## src/rtl/beat_seq_pkg.sv

```systemverilog
// beat_seq_pkg: shared types and helpers for the beat sequencer.
//   beat_state_e : sequencer state encoding
//   clamp_beat   : limits a requested beat to the last valid index
package beat_seq_pkg;

  typedef enum logic [1:0] {
    PAUSE = 2'd0,
    PLAY  = 2'd1,
    LOOP  = 2'd2,
    DONE  = 2'd3
  } beat_state_e;

  // Operands are widened to 32 bits so the helper stays independent of BEAT_W.
  function automatic logic [31:0] clamp_beat(input logic [31:0] beat,
                                             input logic [31:0] last);
    return (beat > last) ? last : beat;
  endfunction

endpackage

```

## src/rtl/beat_loop_calc.sv

```systemverilog
// beat_loop_calc: combinational loop-bound computation.
//   ibeat      in  BEAT_W  current beat index
//   loop_notes in  LW_W    loop span in notes (0 behaves as 1)
//   loop_start out BEAT_W  first beat of the loop
//   loop_end   out BEAT_W  last beat of the loop (end of the current note)
module beat_loop_calc #(
  parameter int LEN    = 4095,
  parameter int BEAT_W = 12,
  parameter int BPN    = 4,
  parameter int LW_W   = 3
) (
  input  logic [BEAT_W-1:0] ibeat,
  input  logic [LW_W-1:0]   loop_notes,
  output logic [BEAT_W-1:0] loop_start,
  output logic [BEAT_W-1:0] loop_end
);

  // Wide enough that end+1 and N*BPN never wrap.
  localparam int W = BEAT_W + LW_W + 1;

  logic [W-1:0] note_end;
  logic [W-1:0] end_w;
  logic [W-1:0] notes;
  logic [W-1:0] span;
  logic [W-1:0] end_p1;
  logic [W-1:0] start_w;

  always_comb begin
    note_end = W'(ibeat) | W'(BPN - 1);
    end_w    = (note_end > W'(LEN - 1)) ? W'(LEN - 1) : note_end;
    notes    = (loop_notes == '0) ? W'(1) : W'(loop_notes);
    span     = notes * W'(BPN);
    end_p1   = end_w + W'(1);
    // Loop is truncated at beat 0 when the span reaches before song start.
    start_w  = (end_p1 >= span) ? (end_p1 - span) : '0;
  end

  assign loop_end   = BEAT_W'(end_w);
  assign loop_start = BEAT_W'(start_w);

endmodule

```

## src/rtl/beat_sequencer.sv

```systemverilog
// beat_sequencer: beat-position sequencer with play/pause, seek,
// end-of-song stop/repeat and note-aligned A-B looping.
//   clk, rst_n            clock, async active-low reset
//   beat_tick             one-cycle advance strobe
//   play                  level, 1 = play
//   loop_en               rising edge arms loop, low exits
//   loop_notes            loop span in notes
//   repeat_en             wrap at song end instead of stopping
//   seek_valid, seek_beat one-cycle seek request and target
//   ibeat                 current beat index
//   loop_start, loop_end  captured loop bounds
//   looping, done         state flags
//   song_end              pulse after a tick past the last beat
//
// state | meaning
// PAUSE | holding position, ticks ignored
// PLAY  | advancing on ticks, stop or wrap at song end
// LOOP  | advancing between loop_start and loop_end (ticks gated by play)
// DONE  | stopped at last beat, waiting for play edge or seek
module beat_sequencer
  import beat_seq_pkg::*;
#(
  parameter int LEN    = 4095,
  parameter int BEAT_W = 12,
  parameter int BPN    = 4,
  parameter int LW_W   = 3
) (
  input  logic              clk,
  input  logic              rst_n,
  input  logic              beat_tick,
  input  logic              play,
  input  logic              loop_en,
  input  logic [LW_W-1:0]   loop_notes,
  input  logic              repeat_en,
  input  logic              seek_valid,
  input  logic [BEAT_W-1:0] seek_beat,
  output logic [BEAT_W-1:0] ibeat,
  output logic [BEAT_W-1:0] loop_start,
  output logic [BEAT_W-1:0] loop_end,
  output logic              looping,
  output logic              done,
  output logic              song_end
);

  localparam logic [BEAT_W-1:0] LAST = BEAT_W'(LEN - 1);

  beat_state_e       state, state_n;
  logic [BEAT_W-1:0] ibeat_n, loop_start_n, loop_end_n;
  logic [BEAT_W-1:0] calc_start, calc_end, seek_clamped;
  logic              song_end_n;
  logic              loop_en_q, play_q;
  logic              loop_rise, play_rise;

  beat_loop_calc #(
    .LEN(LEN), .BEAT_W(BEAT_W), .BPN(BPN), .LW_W(LW_W)
  ) u_loop_calc (
    .ibeat      (ibeat),
    .loop_notes (loop_notes),
    .loop_start (calc_start),
    .loop_end   (calc_end)
  );

  assign loop_rise    = loop_en & ~loop_en_q;
  assign play_rise    = play & ~play_q;
  assign seek_clamped = BEAT_W'(clamp_beat(32'(seek_beat), 32'(LAST)));
  assign looping      = (state == LOOP);
  assign done         = (state == DONE);

  always_ff @(posedge clk or negedge rst_n) begin
    if (!rst_n) begin
      state      <= PAUSE;
      ibeat      <= '0;
      loop_start <= '0;
      loop_end   <= '0;
      song_end   <= 1'b0;
      // Reset high so a loop_en held through reset does not arm a loop.
      loop_en_q  <= 1'b1;
      play_q     <= 1'b0;
    end else begin
      state      <= state_n;
      ibeat      <= ibeat_n;
      loop_start <= loop_start_n;
      loop_end   <= loop_end_n;
      song_end   <= song_end_n;
      loop_en_q  <= loop_en;
      play_q     <= play;
    end
  end

  always_comb begin
    state_n      = state;
    ibeat_n      = ibeat;
    loop_start_n = loop_start;
    loop_end_n   = loop_end;
    song_end_n   = 1'b0;

    if (seek_valid) begin
      ibeat_n = seek_clamped;
      if (state == LOOP || state == DONE)
        state_n = play ? PLAY : PAUSE;
    end else if (state == LOOP && !loop_en) begin
      state_n = play ? PLAY : PAUSE;
    end else begin
      // Entry captures bounds from the pre-tick position; a tick in the
      // same cycle still follows linear PLAY rules below.
      if ((state == PLAY || state == PAUSE) && loop_rise) begin
        loop_start_n = calc_start;
        loop_end_n   = calc_end;
        state_n      = LOOP;
      end
      case (state)
        PAUSE: begin
          if (play && !loop_rise)
            state_n = PLAY;
        end
        PLAY: begin
          if (!play) begin
            if (!loop_rise)
              state_n = PAUSE;
          end else if (beat_tick) begin
            if (ibeat == LAST) begin
              song_end_n = 1'b1;
              if (repeat_en)
                ibeat_n = '0;
              else if (!loop_rise)
                state_n = DONE;
            end else begin
              ibeat_n = ibeat + BEAT_W'(1);
            end
          end
        end
        LOOP: begin
          // Also wrap at the song end in case a linear tick on entry
          // carried ibeat past loop_end.
          if (play && beat_tick) begin
            if (ibeat == loop_end || ibeat == LAST)
              ibeat_n = loop_start;
            else
              ibeat_n = ibeat + BEAT_W'(1);
          end
        end
        DONE: begin
          if (play_rise) begin
            ibeat_n = '0;
            state_n = PLAY;
          end
        end
        default: state_n = PAUSE;
      endcase
    end
  end

endmodule

```

## config.mk

```make
export PLATFORM = sky130hd
export DESIGN_NAME = beat_sequencer
export DESIGN_NICKNAME = d
export VERILOG_FILES = /design/src/rtl/beat_seq_pkg.sv /design/src/rtl/beat_loop_calc.sv /design/src/rtl/beat_sequencer.sv
export SDC_FILE = /design/constraint.sdc
export NUM_CORES = 1
export LEC_CHECK = 0
export CAP_MARGIN = 0
export CORE_MARGIN = 1
export CORE_UTILIZATION = 39
export CTS_CLUSTER_SIZE = 10
export DETAILED_ROUTE_END_ITERATION = 12
export PLACE_DENSITY = 0.69
export SLEW_MARGIN = 20
export SYNTH_ARGS = -nofsm -noshare
export SYNTH_HDL_FRONTEND = slang
export SYNTH_SLANG_ARGS = --single-unit
```

## constraint.sdc

```tcl
create_clock -name clk -period 3 [get_ports clk]
set_input_delay 0.3 -clock clk [delete_from_list [all_inputs] [get_ports clk]]
set_output_delay 0.3 -clock clk [all_outputs]
set_load 0.01 [all_outputs]
```

# --- After elaboration in Yosys (flattened, before gate mapping) ---
# Index checks and enable logic that the tools add are counted.
word_totals:
  ff_bits: 41
  input_bits: 22
  output_inout_bits: 39
  word_cells: 79
classes:
  n_addsub: 3
  magnitude_cmp: 3
  eq_ne: 12
  muxes: 34
  n_bitwise: 6
  reduce_logical: 14
ops:
  columns: ["op", "count"]
  rows:
  - ["12-bit 2-to-1 mux", 12]
  - ["12-bit one-hot mux with 3 select lines", 1]
  - ["12-bit > comparator (second input constant)", 2]
  - ["2-bit 2-to-1 mux", 12]
  - ["16-bit by 5-bit greater-or-equal comparator with 1-bit output", 1]
  - ["12-bit by 1-bit adder with 13-bit output (second input constant)", 1]
  - ["12-bit by 1-bit adder with 12-bit output (second input constant)", 1]
  - ["12-bit equality test", 1]
  - ["12-bit equality test (second input constant)", 1]
  - ["12-bit by 5-bit subtractor with 12-bit output", 1]
  - ["1-bit 2-to-1 mux", 7]
  - ["7-bit AND reduction", 1]
  - ["3-bit by 2-bit != test with 1-bit output (second input constant)", 2]
  - ["3-bit != test (second input constant)", 2]
  - ["2-bit one-hot mux with 3 select lines", 1]
  - ["2-bit equality test (second input constant)", 2]
  - ["1-bit logical AND", 4]
  - ["4-bit != test (second input constant)", 1]
  - ["1-bit NOT", 4]
  - ["4-bit nonzero test", 1]
  - ["3-bit zero test", 1]
  - ["1-bit logical OR", 3]
  - ["3-bit 2-to-1 mux", 1]
  - ["3-bit AND reduction", 1]
  - ["6 further kinds", 8]

# --- Depth between registers and ports, before layout ---
# Gate-level depths: netlist (run 1).
depth:
  depth_word: 12
  depth_mapped: 14
  depth_no_buf: 11

# --- Hierarchy ---
# A second synthesis (run 1) with hierarchy kept.
unflattened:
  cells_unflattened: 344
  area_unflattened_um2: 3129.3
by_module_without_submodules:
  columns: ["mod", "instances", "cells_per_inst", "area_per_inst_um2", "seq_area_each_um2"]
  rows:
  - ["beat_sequencer", 1, 238, 2444.8, 1027.2]
  - ["beat_loop_calc", 1, 106, 684.4, 0.0]

# --- Least setup slack after synthesis (run 1) ---
# No wires, ideal clock.
synth_path:
  kind: "register to register"
  startpoint: "register ibeat[5]"
  endpoint: "register loop_start[9]"
  setup_ns: 0.122
  arrival_ns: 2.993
  required_time_ns: 2.878
  setup_slack_ns: -0.114
  stages_incl_launch_ff: 14
  n_path_buf: 3
  synth_period_minus_slack_ns: 3.114
  path_cell_list: "dfrtp_1 -> buf_4 -> and4_1 -> buf_2 -> buf_4 -> nand3_1 -> and2_1 -> xor2_1 -> fa_1 -> a21oi_1 -> o211ai_1 -> and2_1 -> o21a_1 -> a32o_1"
synth_between:
  elab_chain_len: 5
  word_cells_on_any_way: 6
  classes_between: "add/sub (2); order compare (2); mux (2)"
synth_lines:
  columns: ["item", "line_no", "source"]
  rows:
  - ["from (decl)", "beat_sequencer.sv:37", "output logic [BEAT_W-1:0] ibeat,"]
  - ["from (signal assigned)", "beat_sequencer.sv:81", "ibeat <= ibeat_n;"]
  - ["12-bit > comparator", "beat_loop_calc.sv:30", "end_w = (note_end > W'(LEN - 1)) ? W'(LEN - 1) : note_end;"]
  - ["12-bit 2-to-1 mux (*)", "beat_loop_calc.sv:30", null]
  - ["12-bit by 1-bit adder with 13-bit output (*)", "beat_loop_calc.sv:33", "end_p1 = end_w + W'(1);"]
  - ["16-bit by 5-bit greater-or-equal comparator with 1-bit output / 12-bit by 5-bit subtractor with 12-bit output (equally long branches)", "beat_loop_calc.sv:35", "start_w = (end_p1 >= span) ? (end_p1 - span) : '0;"]
  - ["12-bit 2-to-1 mux (*)", "beat_loop_calc.sv:35", null]
  - ["to (signal assigned)", "beat_sequencer.sv:82", "loop_start <= loop_start_n;"]
  - ["to (decl)", "beat_sequencer.sv:38", "output logic [BEAT_W-1:0] loop_start,"]
# Every way passes the cells marked *; elsewhere a longest branch is shown, timed or not.
# A chain may end at the register's enable or synchronous reset.

# --- Worst setup path after layout (run 1) ---
layout_path:
  startpoint: "register ibeat[3]"
  endpoint: "register loop_start[9]"
# Same word-level chain as after synthesis.

==> results of run 1 <==
-- state kept, by name, summed over array words and instances (netlist names) --
name and cells:
loop_en_q 1, song_end 1, loop_end 12, loop_start 11
play_q 1, state 2, ibeat 12
-- worst min path at each step --
stage                     startpoint            end  slack, ns  cells after the start
after CTS                      rst_n  loop_start[1]       0.17                      1
after global routing           rst_n         play_q       0.20                      1
final                          rst_n         play_q       0.14                      1
after detailed placement       rst_n  loop_start[1]       0.48                      1
after global placement         rst_n         play_q       0.47                      1
after floorplan                rst_n       ibeat[0]      0.004                      0
-- cells in the mapped netlist (3+ instances only) --
library cell  instances  share of area
nor3_1                5         0.0086
xor2_1               17          0.051
ha_1                  5          0.022
nor4_1                4         0.0086
clkbuf_1             13          0.017
inv_1                 9          0.012
nand4_1              11          0.024
nand2_1              40          0.052
o22ai_1               9          0.019
nor2_1               14          0.018
dfrtp_1              39           0.34
o31ai_1               3         0.0078
nand3b_1              5          0.013
and2_1                9          0.019
a21oi_1               7          0.012
and3_1                5          0.011
a22o_1                5          0.015
a31oi_1              13          0.028
buf_4                 7          0.018
o211ai_1             12          0.031
buf_2                 8          0.014
nand2b_1              4         0.0086
nand3_1              23          0.040
xnor2_1               7          0.021
buf_6                 3          0.012
o21ai_1               3         0.0052
and4_1                4          0.012
-- where the power goes --
group	switching, uW	leakage, uW	internal [uW]
Clock	189	0.0000422	163
Combinational	456	0.000960	420
Sequential	101	0.000476	637
Total	746	0.00148	1220
-- cells by family (layout without fill, tap and decap cells) --
kind of cell	count (synthesis)	count (layout)	synth area share
AO/OA/AOI/OAI	80	80	0.2028
XOR/XNOR	24	24	0.07251
adder cells (fa/ha/maj)	6	6	0.02849
buffers and inverters	40	96	0.07208
flip-flops	40	40	0.3457
multiplexers	3	3	0.01079
AND/OR/NAND/NOR	138	138	0.2676
-- metrics by stage --
| stage | instance area [um2] | setup WS (ns) | std cells |
|---|---|---|---|
| global route | 3681 | 0.009259 | 486 |
| detailed placement | 3592 | 0.2087 | 478 |
| global placement | 3592 | 0.3058 | 478 |
| finish | 3681 | 0.2131 | 486 |
| CTS | 3674 | 0.1960 | 486 |
| floorplan | 2909 | 0.05281 | 331 |
-- per-layer routing --
layer	up-vias	GRT usage
met4	0	0.1012
met1	1357	0.3523
met3	26	0.03545
li1	1344	-
met2	131	0.3462
met5	-	0
-- final cells by class --
type / count / area, um2
clock buffer: 7 / 76.32
clock inverter: 1 / 5.005
fill: 698 / 3533
inverter: 9 / 33.78
multi-input combinational: 251 / 1702
sequential: 40 / 1002
tap: 99 / 123.9
timing repair buffer: 79 / 738.2
-- what timing repair did --
item,in CTS,in global routing
setup buffers,0,0
gates resized for setup,0,1
setup endpoints to repair,0,2
==> impl_metrics.csv, run 1 <==
group,metric,value,unit
placed_design,port_buffers,60,
yosys,synth_edf_count,0,
floorplanning,ios,61,
floorplanning,rows,31,
clocking,cts_tree,"built",
route,route.met2.wl,3.718,mm
floorplanning,fp.coreArea,7214,um2
pwr,p_leak,0.001478,uW
floorplanning,die_h,88.22,um
timing,finalClockSkew,0.007600,ns
final_layout,diodes,0,
route,routedWlPerCell,17.85,um
global_routing,grt_pass1_vias,2690,
outcome,status,"finished, final reports clean",
route,remaining_drc_errors,0,
final_layout,layout_common_cells,"clkdlybuf4s50_1, nand2_1, dfrtp_1, nand3_1, buf_4",
timing,slew_violations,0,
final_layout,final_common_cell,"clkdlybuf4s50_1",
pwr,irDropWorstVdd,0.2876,mV
timing,worst_pin_slew,0.9515,ns
setup_path,critPathLaunch,"ibeat[3]",
setup_path,cp_common_cell,"and2_1",
route,vias,2858,
setup_path,worstPathCellList,"and4_1 > nand3_1 > and2_1 > xor2_1 > fa_2 > a21oi_4 > o211ai_1 > and2_1 > o21a_1 > a32o_1",
yosys,avgSynthCellArea,8.758,um2
timing,maxSlewHeadroom,0.3656,
timing,finalCritPeriodShare,0.9290,
setup_path,worstReg2RegStart,"ibeat[3]",
global_routing,grt_antenna_before_repair,0,
setup_path,critPathMaxFanout,7,
setup_path,r2r_slack,0.21,ns
route,dr.first_iter.drc_count,305,
yosys,mappedNetlistNets,359,
timing,final.setup.tns,0,ns
clocking,cts_root_buf,"clkbuf_8",
clocking,htree_levels,2,
final_layout,final_nets,414,
pwr,p_per_area,534.2,nW/um2
route,drt-total-wl,8.675,mm
setup_path,cp_num_cells,10,
final_layout,area_growth,26.97,%
setup_path,path_buf_inv,0,
yosys,synth-seq-cells,40,
setup_path,cp_top_family,"compound AO/OA/AOI/OAI gates",
floorplanning,dieWidth,88.22,um
timing,period_minus_slack,2.787,ns
setup_path,setup.worst_path.end,"loop_start[9]",
setup_path,ff2ff_path_depth,10,
route,met3_wirelength,580,um
pwr,p_total,1967,uW
timing,fin_hold_ws,0.1421,ns
setup_path,end_kind,"flop",
clocking,holdBufCountCts,0,
yosys,ys.flop_type,"dfrtp_1",
placed_design,routabilityCongestion,0.9076,
route,wl_met1,4.037,mm
yosys,ys_types,63,
timing,rsz0062_at_grt,"false",
final_layout,drive_gt1_frac,0.1008,
setup_path,slowest_stage,"fa_2",
global_routing,grt-ovfl-total,0,
floorplanning,initial_core_util,0.4018,
setup_path,slowest_delay,0.44,ns
setup_path,cp-start-kind,"flop",
final_layout,utilization,0.5102,
yosys,async_flop_share,1.000,
global_routing,grt_pass1_wl,14.17,mm
flow_run,cap_violations,0,
yosys,postSynthCellCount,331,
clocking,clkTransAtPathRegs,0.08,ns
global_routing,grt_max_degree,41,
yosys,netlist_area,2899,um2
timing,setup_violations,0,
clocking,cts_made_buffers,5,
timing,report.final.hold_viol_count,0,
global_routing,track_usage,0.2384,
setup_path,critPathRequiredTime,3.18,ns
clocking,clk_latency,0.30,ns
route,ant_nets,0,
clocking,clk_path_buf_depth,2,
route,top_layer,"met4",
floorplanning,die_area,7782,um2
timing,fmax,358.8,MHz
worst_hold_path,hold_path_class,"input pin to asynchronous set/reset pin",
setup_path,rr_endpoint,"loop_start[9]",
clocking,cts.sinks,40,
yosys,seq_area_frac_synth,0.3457,
yosys,synth_warnings,0,
setup_path,crit_type,"flop to flop",
setup_path,arrival,2.97,ns
placed_design,place_hpwl,6.525,mm
route,dr.pass1.iters,5,
route,vias_per_cell,5.881,
Note: power is estimated with default switching activity, not from simulation.
==> inputs of run 2 (changes only) <==
Settings changed: REMOVE_ABC_BUFFERS from default to 1, SKIP_CTS_REPAIR_TIMING from default to 1.
==> impl_metrics.csv, run 2 (same netlist as run 1, synthesis figures left out) <==
group,metric,value,unit
outcome,status,"finished, final reports clean",
timing,setup_violations,0,
floorplanning,fp.coreArea,7214,um2
clocking,clkTransAtPathRegs,0.08,ns
placed_design,routabilityCongestion,0.8515,
global_routing,grt_antenna_before_repair,0,
worst_hold_path,hold_path_class,"input pin to asynchronous set/reset pin",
floorplanning,die_h,88.22,um
floorplanning,dieWidth,88.22,um
route,remaining_drc_errors,0,
floorplanning,initial_core_util,0.4018,
timing,report.final.hold_viol_count,0,
setup_path,rr_endpoint,"loop_start[9]",
global_routing,track_usage,0.2296,
clocking,cts_root_buf,"clkbuf_8",
setup_path,cp_common_cell,"and2_1",
flow_run,cap_violations,0,
setup_path,critPathMaxFanout,7,
timing,finalCritPeriodShare,0.9429,
setup_path,cp-start-kind,"flop",
setup_path,worstReg2RegStart,"ibeat[3]",
route,drt-total-wl,8.604,mm
route,dr.pass1.iters,5,
timing,slew_violations,0,
setup_path,critPathRequiredTime,3.20,ns
setup_path,worstPathCellList,"and4_1 > nand3_1 > and2_1 > xor2_1 > fa_1 > a21oi_2 > o211ai_1 > and2_1 > o21a_1 > a32o_1",
timing,finalClockSkew,0.009665,ns
pwr,clkPwrFrac,0.192,
placed_design,place_ws,0.04006,ns
pwr,p_per_area,537.6,nW/um2
route,vias_per_cell,5.860,
final_layout,reg_top3,"ibeat (12), loop_end (12), loop_start (11)",
final_layout,layout_common_cells,"clkdlybuf4s50_1, nand2_1, dfrtp_1, nand3_1",
global_routing,grt-ovfl-total,0,
setup_path,arrival,3.03,ns
timing,period_minus_slack,2.829,ns
setup_path,crit_type,"flop to flop",
setup_path,slowest_stage,"fa_1",
clocking,clk_latency,0.30,ns
final_layout,diodes,0,
global_routing,grt_pass1_vias,2766,
timing,fmax,353.5,MHz
route,ant_nets,0,
pwr,pwr-share-seq,0.376,
pwr,combPwrFrac,0.431,
final_layout,final_common_cell,"clkdlybuf4s50_1",
final_layout,area_growth,26.41,%
timing,maxSlewHeadroom,0.3734,
setup_path,path_buf_inv,0,
clocking,htree_levels,2,
final_layout,drive_gt1_frac,0.09351,
pwr,p_leak,0.001469,uW
setup_path,cp_top_family,"compound AO/OA/AOI/OAI gates",
placed_design,port_buffers,60,
timing,setup_slack,0.1712,ns
timing,rsz0062_at_grt,"false",
clocking,cts.sinks,40,
route,routedWlPerCell,17.78,um
pwr,p_int,1237,uW
timing,final.setup.tns,0,ns
final_layout,final_nets,412,
clocking,cts_made_buffers,5,
floorplanning,ios,61,
route,vias,2836,
timing,worst_pin_slew,0.9399,ns
clocking,clk_path_buf_depth,2,
pwr,switching_share,0.3724,
setup_path,ff2ff_path_depth,10,
pwr,power_switching,733.7,uW
global_routing,grt_pass1_wl,13.65,mm
pwr,irDropWorstVdd,0.1547,mV
floorplanning,rows,31,
route,dr.first_iter.drc_count,232,
floorplanning,die_area,7782,um2
global_routing,grt_max_degree,41,
timing,fin_hold_ws,0.1320,ns
setup_path,end_kind,"flop",
setup_path,slowest_delay,0.49,ns
placed_design,place_hpwl,6.221,mm
setup_path,r2r_slack,0.17,ns
clocking,cts_tree,"built",
==> run 2: how the worst max path moves through the flow <==
stage	startpoint	to	depth (start not counted)
finish	ibeat[3]	loop_start[9]	10
global route	ibeat[3]	loop_start[9]	11
CTS	ibeat[4]	loop_start[9]	10
detailed placement	ibeat[4]	loop_start[9]	10
global placement	loop_notes[1]	loop_start[9]	10
floorplan	ibeat[3]	loop_start[9]	10
==> run 2: area by class of cell <==
type                       count  area (um2)
timing repair buffer          77       723.2
clock buffer                   8       90.09
multi-input combinational    251        1692
sequential                    40        1002
tap                           99       123.9
inverter                       9       33.78
fill                         694        3550
==> run 2: power by group through the flow <==
stage | registers [uW] | clock network [uW] | logic [uW]
final | 741 | 379 | 850
after global routing | 756 | 409 | 923
after CTS | 740 | 383 | 846
after detailed placement | 751 | 0 | 843
after global placement | 750 | 0 | 827
after floorplan | 816 | 0 | 368
==> run 2: metrics by stage <==
stage               utilization  instance area [um2]  std cells  power (uW)
floorplan                     -                 2724        300        1184
global placement         0.4950                 3571        476        1578
detailed placement       0.4950                 3571        476        1594
CTS                      0.5075                 3661        484        1970
global route             0.5080                 3665        484        2088
finish                   0.5080                 3665        484        1970
==> run 2: layer usage <==
metal / GRT usage / up-vias / wire length, um
met1: 0.2985 / 1362 / 3846
met3: 0.02985 / 21 / 522
met4: 0.09238 / 0 / 177
li1: - / 1334 / -
met2: 0.3874 / 119 / 4057
met5: 0 / - / 0
==> run 2: worst register-to-register path, delay by kind of cell, from the launching register on <==
kind	cells	cell delay, ns
AO/OA/AOI/OAI	4	0.96
XOR/XNOR	1	0.18
adder cells (fa/ha/maj)	1	0.49
flip-flops	1	0.36
AND/OR/NAND/NOR	4	0.75
==> inputs of run 3 (changes only) <==
Settings changed: PLACE_DENSITY 0.69 to 0.67.
Clock period 3 ns to 3.2 ns, I/O delays scaled along.
==> impl_metrics.csv, run 3 (same netlist as run 1, synthesis figures left out) <==
group,metric,value,unit
floorplanning,rows,31,
outcome,status,"finished, final reports clean",
floorplanning,initial_core_util,0.4018,
clocking,htree_levels,2,
route,dr.first_iter.drc_count,217,
final_layout,final_common_cell,"clkdlybuf4s50_1",
timing,setup_violations,0,
global_routing,grt_pass1_wl,13.55,mm
timing,fmax,338.0,MHz
route,dr.pass1.iters,4,
global_routing,track_usage,0.2303,
setup_path,worstReg2RegStart,"ibeat[8]",
placed_design,routabilityCongestion,0.8594,
timing,fin_hold_ws,0.1575,ns
setup_path,end_kind,"flop",
clocking,clk_path_buf_depth,2,
route,remaining_drc_errors,0,
route,vias_per_cell,5.798,
timing,worst_pin_slew,0.9452,ns
timing,finalClockSkew,0.007110,ns
floorplanning,dieWidth,88.22,um
setup_path,arrival,3.14,ns
final_layout,nFillCells,707,
global_routing,grt-ovfl-total,0,
final_layout,reg_top3,"ibeat (12), loop_end (12), loop_start (11)",
final_layout,layout_common_cells,"clkdlybuf4s50_1, nand2_1, dfrtp_1, nand3_1, xor2_1",
pwr,p_leak,0.001465,uW
timing,rsz0062_at_grt,"false",
setup_path,cp-start-kind,"flop",
timing,maxSlewHeadroom,0.3699,
clocking,cts.sinks,40,
route,ant_nets,0,
route,drt-total-wl,8.641,mm
final_layout,drive_gt1_frac,0.09162,
placed_design,placedCellCount,474,
global_routing,grt_max_degree,41,
setup_path,rr_endpoint,"loop_start[9]",
setup_path,r2r_slack,0.24,ns
final_layout,fin_cells,481,
placed_design,port_buffers,60,
route,vias,2789,
worst_hold_path,hold_path_class,"input pin to asynchronous set/reset pin",
clocking,cts_made_buffers,5,
flow_run,cap_violations,0,
setup_path,ff2ff_path_depth,10,
setup_path,crit_type,"flop to flop",
placed_design,place_hpwl,6.270,mm
final_layout,area_growth,26.11,%
route,routedWlPerCell,17.96,um
floorplanning,die_h,88.22,um
global_routing,grt_pass1_vias,2598,
timing,period_minus_slack,2.958,ns
timing,finalCritPeriodShare,0.9245,
floorplanning,die_area,7782,um2
placed_design,place_ws,0.1346,ns
clocking,cts_tree,"built",
timing,setup_slack,0.2415,ns
clocking,clkTransAtPathRegs,0.08,ns
timing,slew_violations,0,
clocking,clk_latency,0.29,ns
global_routing,grt_antenna_before_repair,0,
setup_path,critPathMaxFanout,7,
pwr,irDropWorstVdd,0.1959,mV
timing,report.final.hold_viol_count,0,
floorplanning,fp.coreArea,7214,um2
clocking,cts_root_buf,"clkbuf_8",
floorplanning,ios,61,
final_layout,diodes,0,
final_layout,final_nets,410,
setup_path,critPathRequiredTime,3.39,ns
pwr,p_per_area,509.0,nW/um2
-- run 3: power breakdown --
part / internal [uW] / switching, uW / leakage, uW
logic: 385 / 409 / 0.000938
clock network: 192 / 180 / 0.0000503
registers: 597 / 97.9 / 0.000476
total: 1170 / 687 / 0.00146
-- run 3: worst max-delay path: stages (launching register included) --
cell      delay (ns)
dfrtp_1         0.36
and4_4          0.28
nand3_1         0.13
and2_1          0.22
xor2_1          0.18
fa_1            0.50
a21oi_2         0.25
o211ai_1        0.14
and2_1          0.21
o21a_1          0.29
a32o_1          0.29
-- run 3: metrics by stage --
step | util | power (uW) | setup TNS (ns) | area, um2
final | 0.5068 | 1861 | 0 | 3656
after global placement | 0.4929 | 1476 | 0 | 3556
after floorplan | - | 1110 | -0.1486 | 2724
after CTS | 0.5062 | 1866 | 0 | 3652
after detailed placement | 0.4929 | 1494 | 0 | 3556
after global routing | 0.5068 | 1971 | 0 | 3656
-- run 3: cell type report --
type	instances	area (um2)	share of cell area
multi-input combinational	251	1692	0.4627
tap	99	123.9	0.03388
clock buffer	7	96.34	0.02635
sequential	40	1002	0.2741
inverter	9	33.78	0.009240
timing repair buffer	75	708.2	0.1937
-- run 3: worst max-delay path by stage --
stage	from	end	slack (ns)	cells after the start
final	ibeat[8]	loop_start[9]	0.24	10
after global routing	ibeat[8]	loop_start[9]	0.06	10
after CTS	ibeat[8]	loop_start[9]	0.12	10
after detailed placement	ibeat[10]	loop_start[9]	0.13	10
after global placement	ibeat[8]	loop_start[9]	0.22	10
after floorplan	ibeat[3]	loop_start[9]	-0.08	10
-- run 3: per-layer routing --
metal / share of wire / vias up / track usage
li1: - / 1329 / -
met1: 0.44 / 1346 / 0.3102
met2: 0.48 / 101 / 0.3804
met3: 0.065 / 13 / 0.03451
met4: 0.017 / 0 / 0.07478
met5: 0 / - / 0
